<file path="config.mk">
export PLATFORM = sky130hd
export DESIGN_NAME = upsample_nearest_mult_flat
export DESIGN_NICKNAME = d
export VERILOG_FILES = /design/src/rtl/upsample_nearest_mult_if.sv /design/src/rtl/upsample_nearest_mult.sv /design/src/flat_wrapper.sv
export SDC_FILE = /design/constraint.sdc
export NUM_CORES = 1
export LEC_CHECK = 0
export BUFFER_PORTS_ARGS = -buffer_cell sky130_fd_sc_hd__buf_2
export CORE_AREA = 4 4 112 114
export CTS_CLUSTER_SIZE = 8
export DETAILED_ROUTE_END_ITERATION = 10
export DIE_AREA = 0 0 116 118
export HOLD_SLACK_MARGIN = 0.08
export PLACE_DENSITY = 0.8
export SETUP_SLACK_MARGIN = 0.4
export SKIP_LAST_GASP = 1
export SYNTH_ARGS = -nofsm -noshare
export SYNTH_HDL_FRONTEND = slang
export SYNTH_SLANG_ARGS = --single-unit
</file>
<file path="constraint.sdc">
create_clock -name clk -period 3.45 [get_ports clk]
set_clock_uncertainty 0.1 [all_clocks]
set_input_delay 0.69 -clock clk [delete_from_list [all_inputs] [get_ports clk]]
set_output_delay 0.69 -clock clk [all_outputs]
set_load 0.02 [all_outputs]
</file>
<file path="src/rtl/upsample_nearest_mult_if.sv">
// -----------------------------------------------------------------------------
// upsample_nearest_mult_if
// Row-vector handshake bundle for the 2x nearest-neighbour upsampler.
//
//   valid_i / ready_o / multi_input_data   : upstream half-width row channel
//   valid_o / ready_i / multi_output_data  : downstream full-width row channel
//   frame_done_o                           : last-row-of-frame strobe
//
// modport slave  : the upsampler side
// modport master : the environment driving rows in and taking rows out
// -----------------------------------------------------------------------------
interface upsample_nearest_mult_if #(
    parameter int DATA_BITS = 8,
    parameter int D         = 1,
    parameter int W         = 24
);
    localparam int IN_W  = (W / 2) * D * DATA_BITS;
    localparam int OUT_W = W * D * DATA_BITS;

    logic             valid_i;
    logic             ready_o;
    logic [IN_W-1:0]  multi_input_data;
    logic             valid_o;
    logic             ready_i;
    logic [OUT_W-1:0] multi_output_data;
    logic             frame_done_o;

    modport slave (
        input  valid_i,
        input  multi_input_data,
        input  ready_i,
        output ready_o,
        output valid_o,
        output multi_output_data,
        output frame_done_o
    );

    modport master (
        output valid_i,
        output multi_input_data,
        output ready_i,
        input  ready_o,
        input  valid_o,
        input  multi_output_data,
        input  frame_done_o
    );
endinterface

</file>
<file path="src/rtl/upsample_nearest_mult.sv">
// -----------------------------------------------------------------------------
// upsample_nearest_mult
// 2x nearest-neighbour upsampler for row-vector feature maps. Each accepted
// half-width row is expanded horizontally (every pixel duplicated) and emitted
// twice (row A then row B), giving the vertical duplication.
//
// Ports:
//   clk    : clock, all state updates on the rising edge
//   reset  : synchronous active-high reset; aborts any in-flight row pair
//   bus    : upsample_nearest_mult_if.slave
//            valid_i/ready_o/multi_input_data   - half-width input row
//            valid_o/ready_i/multi_output_data  - full-width output row
//            frame_done_o - high during the handshake of output row H-1
//
// Packing (input and output): pixel p, channel d lives at
//   [(p*D+d)*DATA_BITS +: DATA_BITS]
// -----------------------------------------------------------------------------
module upsample_nearest_mult #(
    parameter int DATA_BITS = 8,
    parameter int D         = 1,
    parameter int H         = 24,
    parameter int W         = 24
) (
    input  logic                    clk,
    input  logic                    reset,
    upsample_nearest_mult_if.slave  bus
);
    localparam int IN_W  = (W / 2) * D * DATA_BITS;
    localparam int ROW_W = (H > 2) ? $clog2(H) : 1;
    localparam logic [ROW_W-1:0] LAST_ROW = ROW_W'(H - 1);

    typedef enum logic [1:0] {
        IDLE  = 2'd0,
        ROW_A = 2'd1,
        ROW_B = 2'd2
    } state_t;

    state_t            state_q,   state_d;
    logic [IN_W-1:0]   row_buf_q, row_buf_d;
    logic [ROW_W-1:0]  out_row_q, out_row_d;

    logic              ready_int;
    logic              valid_int;
    logic              out_xfer;
    logic              last_row;

    // -------------------------------------------------------------------------
    // Next-state / output logic
    // -------------------------------------------------------------------------
    always_comb begin
        state_d   = state_q;
        row_buf_d = row_buf_q;
        ready_int = 1'b0;
        valid_int = 1'b0;

        case (state_q)
            IDLE: begin
                ready_int = 1'b1;
                if (bus.valid_i) begin
                    row_buf_d = bus.multi_input_data;
                    state_d   = ROW_A;
                end
            end
            ROW_A: begin
                valid_int = 1'b1;
                if (bus.ready_i) begin
                    state_d = ROW_B;
                end
            end
            ROW_B: begin
                valid_int = 1'b1;
                // The buffer is free exactly when row B leaves, so a new row
                // can be captured on that same edge with no bubble.
                ready_int = bus.ready_i;
                if (bus.ready_i) begin
                    if (bus.valid_i) begin
                        row_buf_d = bus.multi_input_data;
                        state_d   = ROW_A;
                    end else begin
                        state_d   = IDLE;
                    end
                end
            end
            default: begin
                state_d = IDLE;
            end
        endcase
    end

    assign out_xfer = valid_int & bus.ready_i;
    assign last_row = (out_row_q == LAST_ROW);

    always_comb begin
        out_row_d = out_row_q;
        if (out_xfer) begin
            out_row_d = last_row ? '0 : out_row_q + ROW_W'(1);
        end
    end

    // -------------------------------------------------------------------------
    // State registers
    // -------------------------------------------------------------------------
    always_ff @(posedge clk) begin
        if (reset) begin
            state_q   <= IDLE;
            row_buf_q <= '0;
            out_row_q <= '0;
        end else begin
            state_q   <= state_d;
            row_buf_q <= row_buf_d;
            out_row_q <= out_row_d;
        end
    end

    // Upstream must not see ready while reset is held, even though the FSM
    // already sits in IDLE during a multi-cycle reset.
    assign bus.ready_o      = ready_int & ~reset;
    assign bus.valid_o      = valid_int;
    assign bus.frame_done_o = out_xfer & last_row;

    // -------------------------------------------------------------------------
    // Horizontal expansion: output pixel gi takes input pixel gi/2.
    // -------------------------------------------------------------------------
    genvar gi, gj;
    generate
        for (gi = 0; gi < W; gi++) begin : g_pix
            for (gj = 0; gj < D; gj++) begin : g_ch
                assign bus.multi_output_data[(gi*D+gj)*DATA_BITS +: DATA_BITS] =
                    row_buf_q[((gi/2)*D+gj)*DATA_BITS +: DATA_BITS];
            end
        end
    endgenerate
endmodule

</file>
<file path="src/flat_wrapper.sv">
// flat-port wrapper written by rule: the top's interface ports become plain ports
module upsample_nearest_mult_flat 
#(
    parameter int DATA_BITS = 8,
    parameter int D         = 1,
    parameter int H         = 24,
    parameter int W         = 24
)
  (clk, reset, bus_valid_i, bus_multi_input_data, bus_ready_i, bus_ready_o, bus_valid_o, bus_multi_output_data, bus_frame_done_o);
  upsample_nearest_mult_if #(.DATA_BITS(DATA_BITS), .D(D), .W(W)) bus_i ();
  input  logic clk;
  input  logic reset;
  input wire logic [$bits(bus_i.valid_i)-1:0] bus_valid_i;
  input wire logic [$bits(bus_i.multi_input_data)-1:0] bus_multi_input_data;
  input wire logic [$bits(bus_i.ready_i)-1:0] bus_ready_i;
  output wire logic [$bits(bus_i.ready_o)-1:0] bus_ready_o;
  output wire logic [$bits(bus_i.valid_o)-1:0] bus_valid_o;
  output wire logic [$bits(bus_i.multi_output_data)-1:0] bus_multi_output_data;
  output wire logic [$bits(bus_i.frame_done_o)-1:0] bus_frame_done_o;
  assign bus_i.valid_i = bus_valid_i;
  assign bus_i.multi_input_data = bus_multi_input_data;
  assign bus_i.ready_i = bus_ready_i;
  assign bus_ready_o = bus_i.ready_o;
  assign bus_valid_o = bus_i.valid_o;
  assign bus_multi_output_data = bus_i.multi_output_data;
  assign bus_frame_done_o = bus_i.frame_done_o;
  upsample_nearest_mult #(.DATA_BITS(DATA_BITS), .D(D), .H(H), .W(W)) u_core (.clk(clk), .reset(reset), .bus(bus_i));
endmodule
</file>
# After elaboration in Yosys (flattened, before gate mapping)
# Index checks and enable logic that the tools add are counted.
[word_totals]
register_bits = 103
wordCells = 30
[classes]
n_addsub = 1
eq_ne = 6
muxes = 11
n_bitwise = 4
reduce_logical = 5
[op_table]
columns = ["op", "n"]
rows = [
  ["96-bit two-way mux", 2],
  ["96-bit case mux with 2 select lines", 1],
  ["2-bit two-way mux", 3],
  ["2-bit inequality test (second input constant)", 3],
  ["2-bit case mux with 3 select lines", 1],
  ["5-bit by 1-bit adder with 5-bit output (second input constant)", 1],
  ["5-bit equality test (second input constant)", 1],
  ["5-bit two-way mux", 1],
  ["1-bit AND", 3],
  ["3-bit AND reduction", 1],
  ["2-bit by 1-bit equality test with 1-bit output (second input constant)", 1],
  ["2-bit equality test (second input constant)", 1],
  ["2-bit logical NOT", 1],
  ["1-bit two-way mux", 2],
  ["1-bit case mux with 2 select lines", 1],
  ["2-bit AND reduction", 1],
  ["2-bit nonzero test", 1],
  ["2-bit OR reduction", 1],
  ["1-bit NOT", 1],
]

# Longest topological paths before layout
[depth]
ltp_word = 5
ltp_mapped = 8
ltp_nobuf = 5

# Worst setup path before layout
# OpenSTA, ideal clock, no wires.
[synth_timing]
path_kind = "flip-flop to output port"
start = "register u_core.state_q[0]"
end = "output port bus_frame_done_o"
arrival_ns = 1.864
slack_ns = 0.796
stages_incl_launch_ff = 5
n_path_buf = 0
path_cell_list = "dfxtp_1 > inv_1 > ha_1 > nand2_1 > nor4b_1"
[synth_between]
elab_chain_len = 5
elab_cells_between_ends = 6
classes_between = "eq/ne (2); mux (1); bitwise (2); reduce/logical (1)"
[synth_rtl]
columns = ["item", "line", "rtl"]
rows = [
  ["from (decl)", "upsample_nearest_mult.sv:38", "state_t state_q, state_d;"],
  ["from (signal assigned)", "upsample_nearest_mult.sv:109", "state_q <= state_d;"],
  ["2-bit by 1-bit equality test with 1-bit output or 2-bit equality test (tied branches)", "upsample_nearest_mult.sv:56", "case (state_q)"],
  ["2-bit OR reduction (no line) *", "--", ""],
  ["1-bit two-way mux *", "upsample_nearest_mult.sv:56", ""],
  ["via bus_valid_o", "flat_wrapper.sv:17", "output wire logic [$bits(bus_i.valid_o)-1:0] bus_valid_o;"],
  ["1-bit AND *", "upsample_nearest_mult.sv:90", "assign out_xfer = valid_int & bus.ready_i;"],
  ["1-bit AND *", "upsample_nearest_mult.sv:119", "assign bus.frame_done_o = out_xfer & last_row;"],
  ["to (decl)", "flat_wrapper.sv:19", "output wire logic [$bits(bus_i.frame_done_o)-1:0] bus_frame_done_o;"],
]
# Mark *: on every way through the listed nets, which the timed path passes. The rest lies on a longest branch.

# Worst setup path after layout
[layout_timing]
start = "register u_core.state_q[0]"
end = "output port bus_frame_done_o"
[layout_between]
elab_chain_len = 5
elab_cells_between_ends = 6
classes_between = "eq/ne (2); mux (1); bitwise (2); reduce/logical (1)"
[layout_rtl]
columns = ["item", "line"]
rows = [
  ["2-bit by 1-bit equality test with 1-bit output or 2-bit equality test (tied branches)", "upsample_nearest_mult.sv:56"],
  ["2-bit OR reduction (no line) *", "--"],
  ["1-bit two-way mux *", "upsample_nearest_mult.sv:56"],
  ["1-bit AND *", "upsample_nearest_mult.sv:90"],
  ["1-bit AND *", "upsample_nearest_mult.sv:119"],
]
# Every way passes the cells marked *; elsewhere a longest branch is shown, timed or not.

==> flow_summary.yaml <==
run_status:
  status: "completed"
sta:
  finalSetupTns_ns: 0
  hold_ws_ns: 0.366
  hold_violations: 0
  timing.final.crit_share_pct: 78.5
  relSlewSlack_pct: 49.6
  slew_violations: 0
  max_freq_ghz: 0.369
  rsz0062_at_grt: "false"
  worst_pin_slew_ns: 0.756
  setup_viol: 0
  fin_crit_ns: 2.71
clock_network:
  clkTransAtPathRegs_ns: 0.07
  cts_tree: "yes"
  post_cts_buffers: 0
  insertion_delay_ns: 0.33
  root_buffer: "clkbuf_16"
  clock_sinks: 103
  ctsResizeCount: 0
  cts_hold_buffers: 0
  cts.htree.levels: 3
  clockBufferDepth: 2
  cts_made_buffers: 9
placed_design:
  hpwl_um: 8950
  port_buffers: 294
  dp.cells: 876
  gp_congestion: 0.775
logic_synthesis:
  synth_cell_types: 29
  synth_seq_cells: 103
  ys_seq_area_share_pct: 41.2
  synth_edf_count: 0
  synth.cell_area_sq_um: 5000
  synth_cells: 562
  synth.avg_cell_area_sq_um: 8.90
  postSynth.asyncResetShare_pct: 0
  syn_nets: 669
  synth_flop_cell: "dfxtp_1"
  yosys_warnings: 0
cells_and_area:
  n_antenna_cell: 0
  final_cells: 891
  utilization_pct: 53.5
  nets: 851
  drive_gt1_share_pct: 42.5
  area_growth_pct: 22.1
floorplan:
  core_area_sq_um: 11400
  fp.dieH_um: 118
  fp-row-count: 39
  die_area_sq_um: 13700
  die_width_um: 116
  ios: 295
  initial_core_util_pct: 43.8
route:
  via_per_inst: 4.57
  routed_wl_um: 11700
  vias: 4076
  dr.first_iter.drc_count: 228
  wl_per_cell_um: 13.1
  ant_nets: 0
  drcViolationCount: 0
  drt-pass1-iter-count: 4
setup_path:
  crit_required_ns: 2.66
  crit_start: "u_core.state_q[0]$_SDFFE_PP0P_"
  critPathArrivalTime_ns: 1.92
  crit_fanout: 6
  r2r_slack_ns: 1.28
  timing.rr.start: "u_core.state_q[0]$_SDFFE_PP0P_"
  r2r-end: "u_core.row_buf_q[28]$_SDFFE_PP0P_"
  crit_path_start_kind: "flop"
  endpoint_kind: "output port"
  worstSetupEndpoint: "bus_frame_done_o"
  critPathKind: "reg2out"
  r2r_cells: 6
global_routing:
  antenna_found_initial: 1
  grt_util_all_layers_pct: 15.8
  grt_overflow_total: 0
  grt_max_degree: 68
  grt_pass1_vias: 3730
  grt_pass1_wl_um: 17900
power_and_ir_drop:
  peakVddDrop_v: 0.000288
  p_leak_nw: 3.36
  power_density_nw_per_um2: 571
job:
  cap_violations: 0
hold_path:
  min_path_type: "reg2reg"
report_power, final:
group,internal (W),switching (W)
clock network,0.000653,0.000435
logic,0.000365,0.000621
registers,0.00132,0.0000949
total,0.00234,0.00115
worst min-delay path by stage:
stage                                                 start  slack [ns]  depth (start not counted)                                end
after floorplan            u_core.out_row_q[1]$_SDFFE_PP0P_        0.35                          2   u_core.out_row_q[1]$_SDFFE_PP0P_
after global placement    u_core.row_buf_q[32]$_SDFFE_PP0P_        0.35                          2  u_core.row_buf_q[32]$_SDFFE_PP0P_
after detailed placement  u_core.row_buf_q[92]$_SDFFE_PP0P_        0.36                          2  u_core.row_buf_q[92]$_SDFFE_PP0P_
after CTS                 u_core.row_buf_q[39]$_SDFFE_PP0P_        0.37                          2  u_core.row_buf_q[39]$_SDFFE_PP0P_
after global routing      u_core.row_buf_q[11]$_SDFFE_PP0P_        0.39                          2  u_core.row_buf_q[11]$_SDFFE_PP0P_
final                     u_core.row_buf_q[61]$_SDFFE_PP0P_        0.37                          2  u_core.row_buf_q[61]$_SDFFE_PP0P_
Yosys cell counts (2+ instances only):
master / n / area (sq um)
nand2_1: 198 / 743
dfxtp_1: 103 / 2060
buf_4: 102 / 766
mux2i_1: 98 / 981
buf_2: 11 / 55.1
clkbuf_1: 9 / 33.8
ha_1: 7 / 87.6
buf_12: 4 / 80.1
nor2_1: 4 / 15.0
nand3_1: 3 / 15.0
buf_1: 2 / 7.51
inv_1: 2 / 7.51
nor4b_1: 2 / 17.5
xor2_1: 2 / 17.5
critical path, cell delays in order, from the launching register on:
cell	delay (ns)
dfxtp_1	0.39
inv_1	0.12
ha_1	0.38
nand2_1	0.12
nor4b_1	0.34
buf_2	0.24
cell families after synthesis:
family,count (synthesis),share of synthesized area [%]
DFF,103,41.2
AOI/OAI and AO/OA,8,1.25
buffers and inverters,132,19.4
and+or+nand+nor,212,16.4
xor gates and xnor gates,2,0.350
muxes,98,19.6
adders and majority gates,7,1.75
cells in the final DEF (no fill, tap or decap), types with 2 or more instances in the layout:
cell type  instances
dfxtp_1          103
nor4b_1            2
bufinv_16          2
inv_1              2
buf_2            294
nor2_1             4
buf_12             3
ha_1               7
nand2_1          198
buf_4              3
clkbuf_16          9
mux2i_1           98
xor2_1             2
nand3_1            3
per-layer routing:
metal	vias up	part of all wire [%]	GRT usage, %
met5	-	0.060	0
met4	2	1.2	4.79
met3	12	11	4.99
met2	180	49	27.1
met1	1810	39	18.6
li1	2072	-	-
through the flow:
step	worst slack (ns)	cell area, sq um	power, W
final	0.741	6110	0.00349
after global routing	0.540	6110	0.00365
after CTS	0.702	6110	0.00353
after detailed placement	1.10	5790	0.00244
after global placement	1.17	5790	0.00243
after floorplan	0.796	5000	0.00227
cell type report:
class                           count  area [sq um]
Fill cell                        1050          5310
Sequential cell                   103          2060
Multi-Input combinational cell    327          1980
Timing Repair Buffer              300          1550
Clock buffer                       10           239
Tap cell                          143           179
Clock inverter                      5          81.3
Inverter                            3          13.8
sequential cells by signal (all words and copies together) (netlist names):
register / count
u_core.out_row_q: 5
u_core.row_buf_q: 96
u_core.state_q: 2
Power figures use the tool's default switching activity.
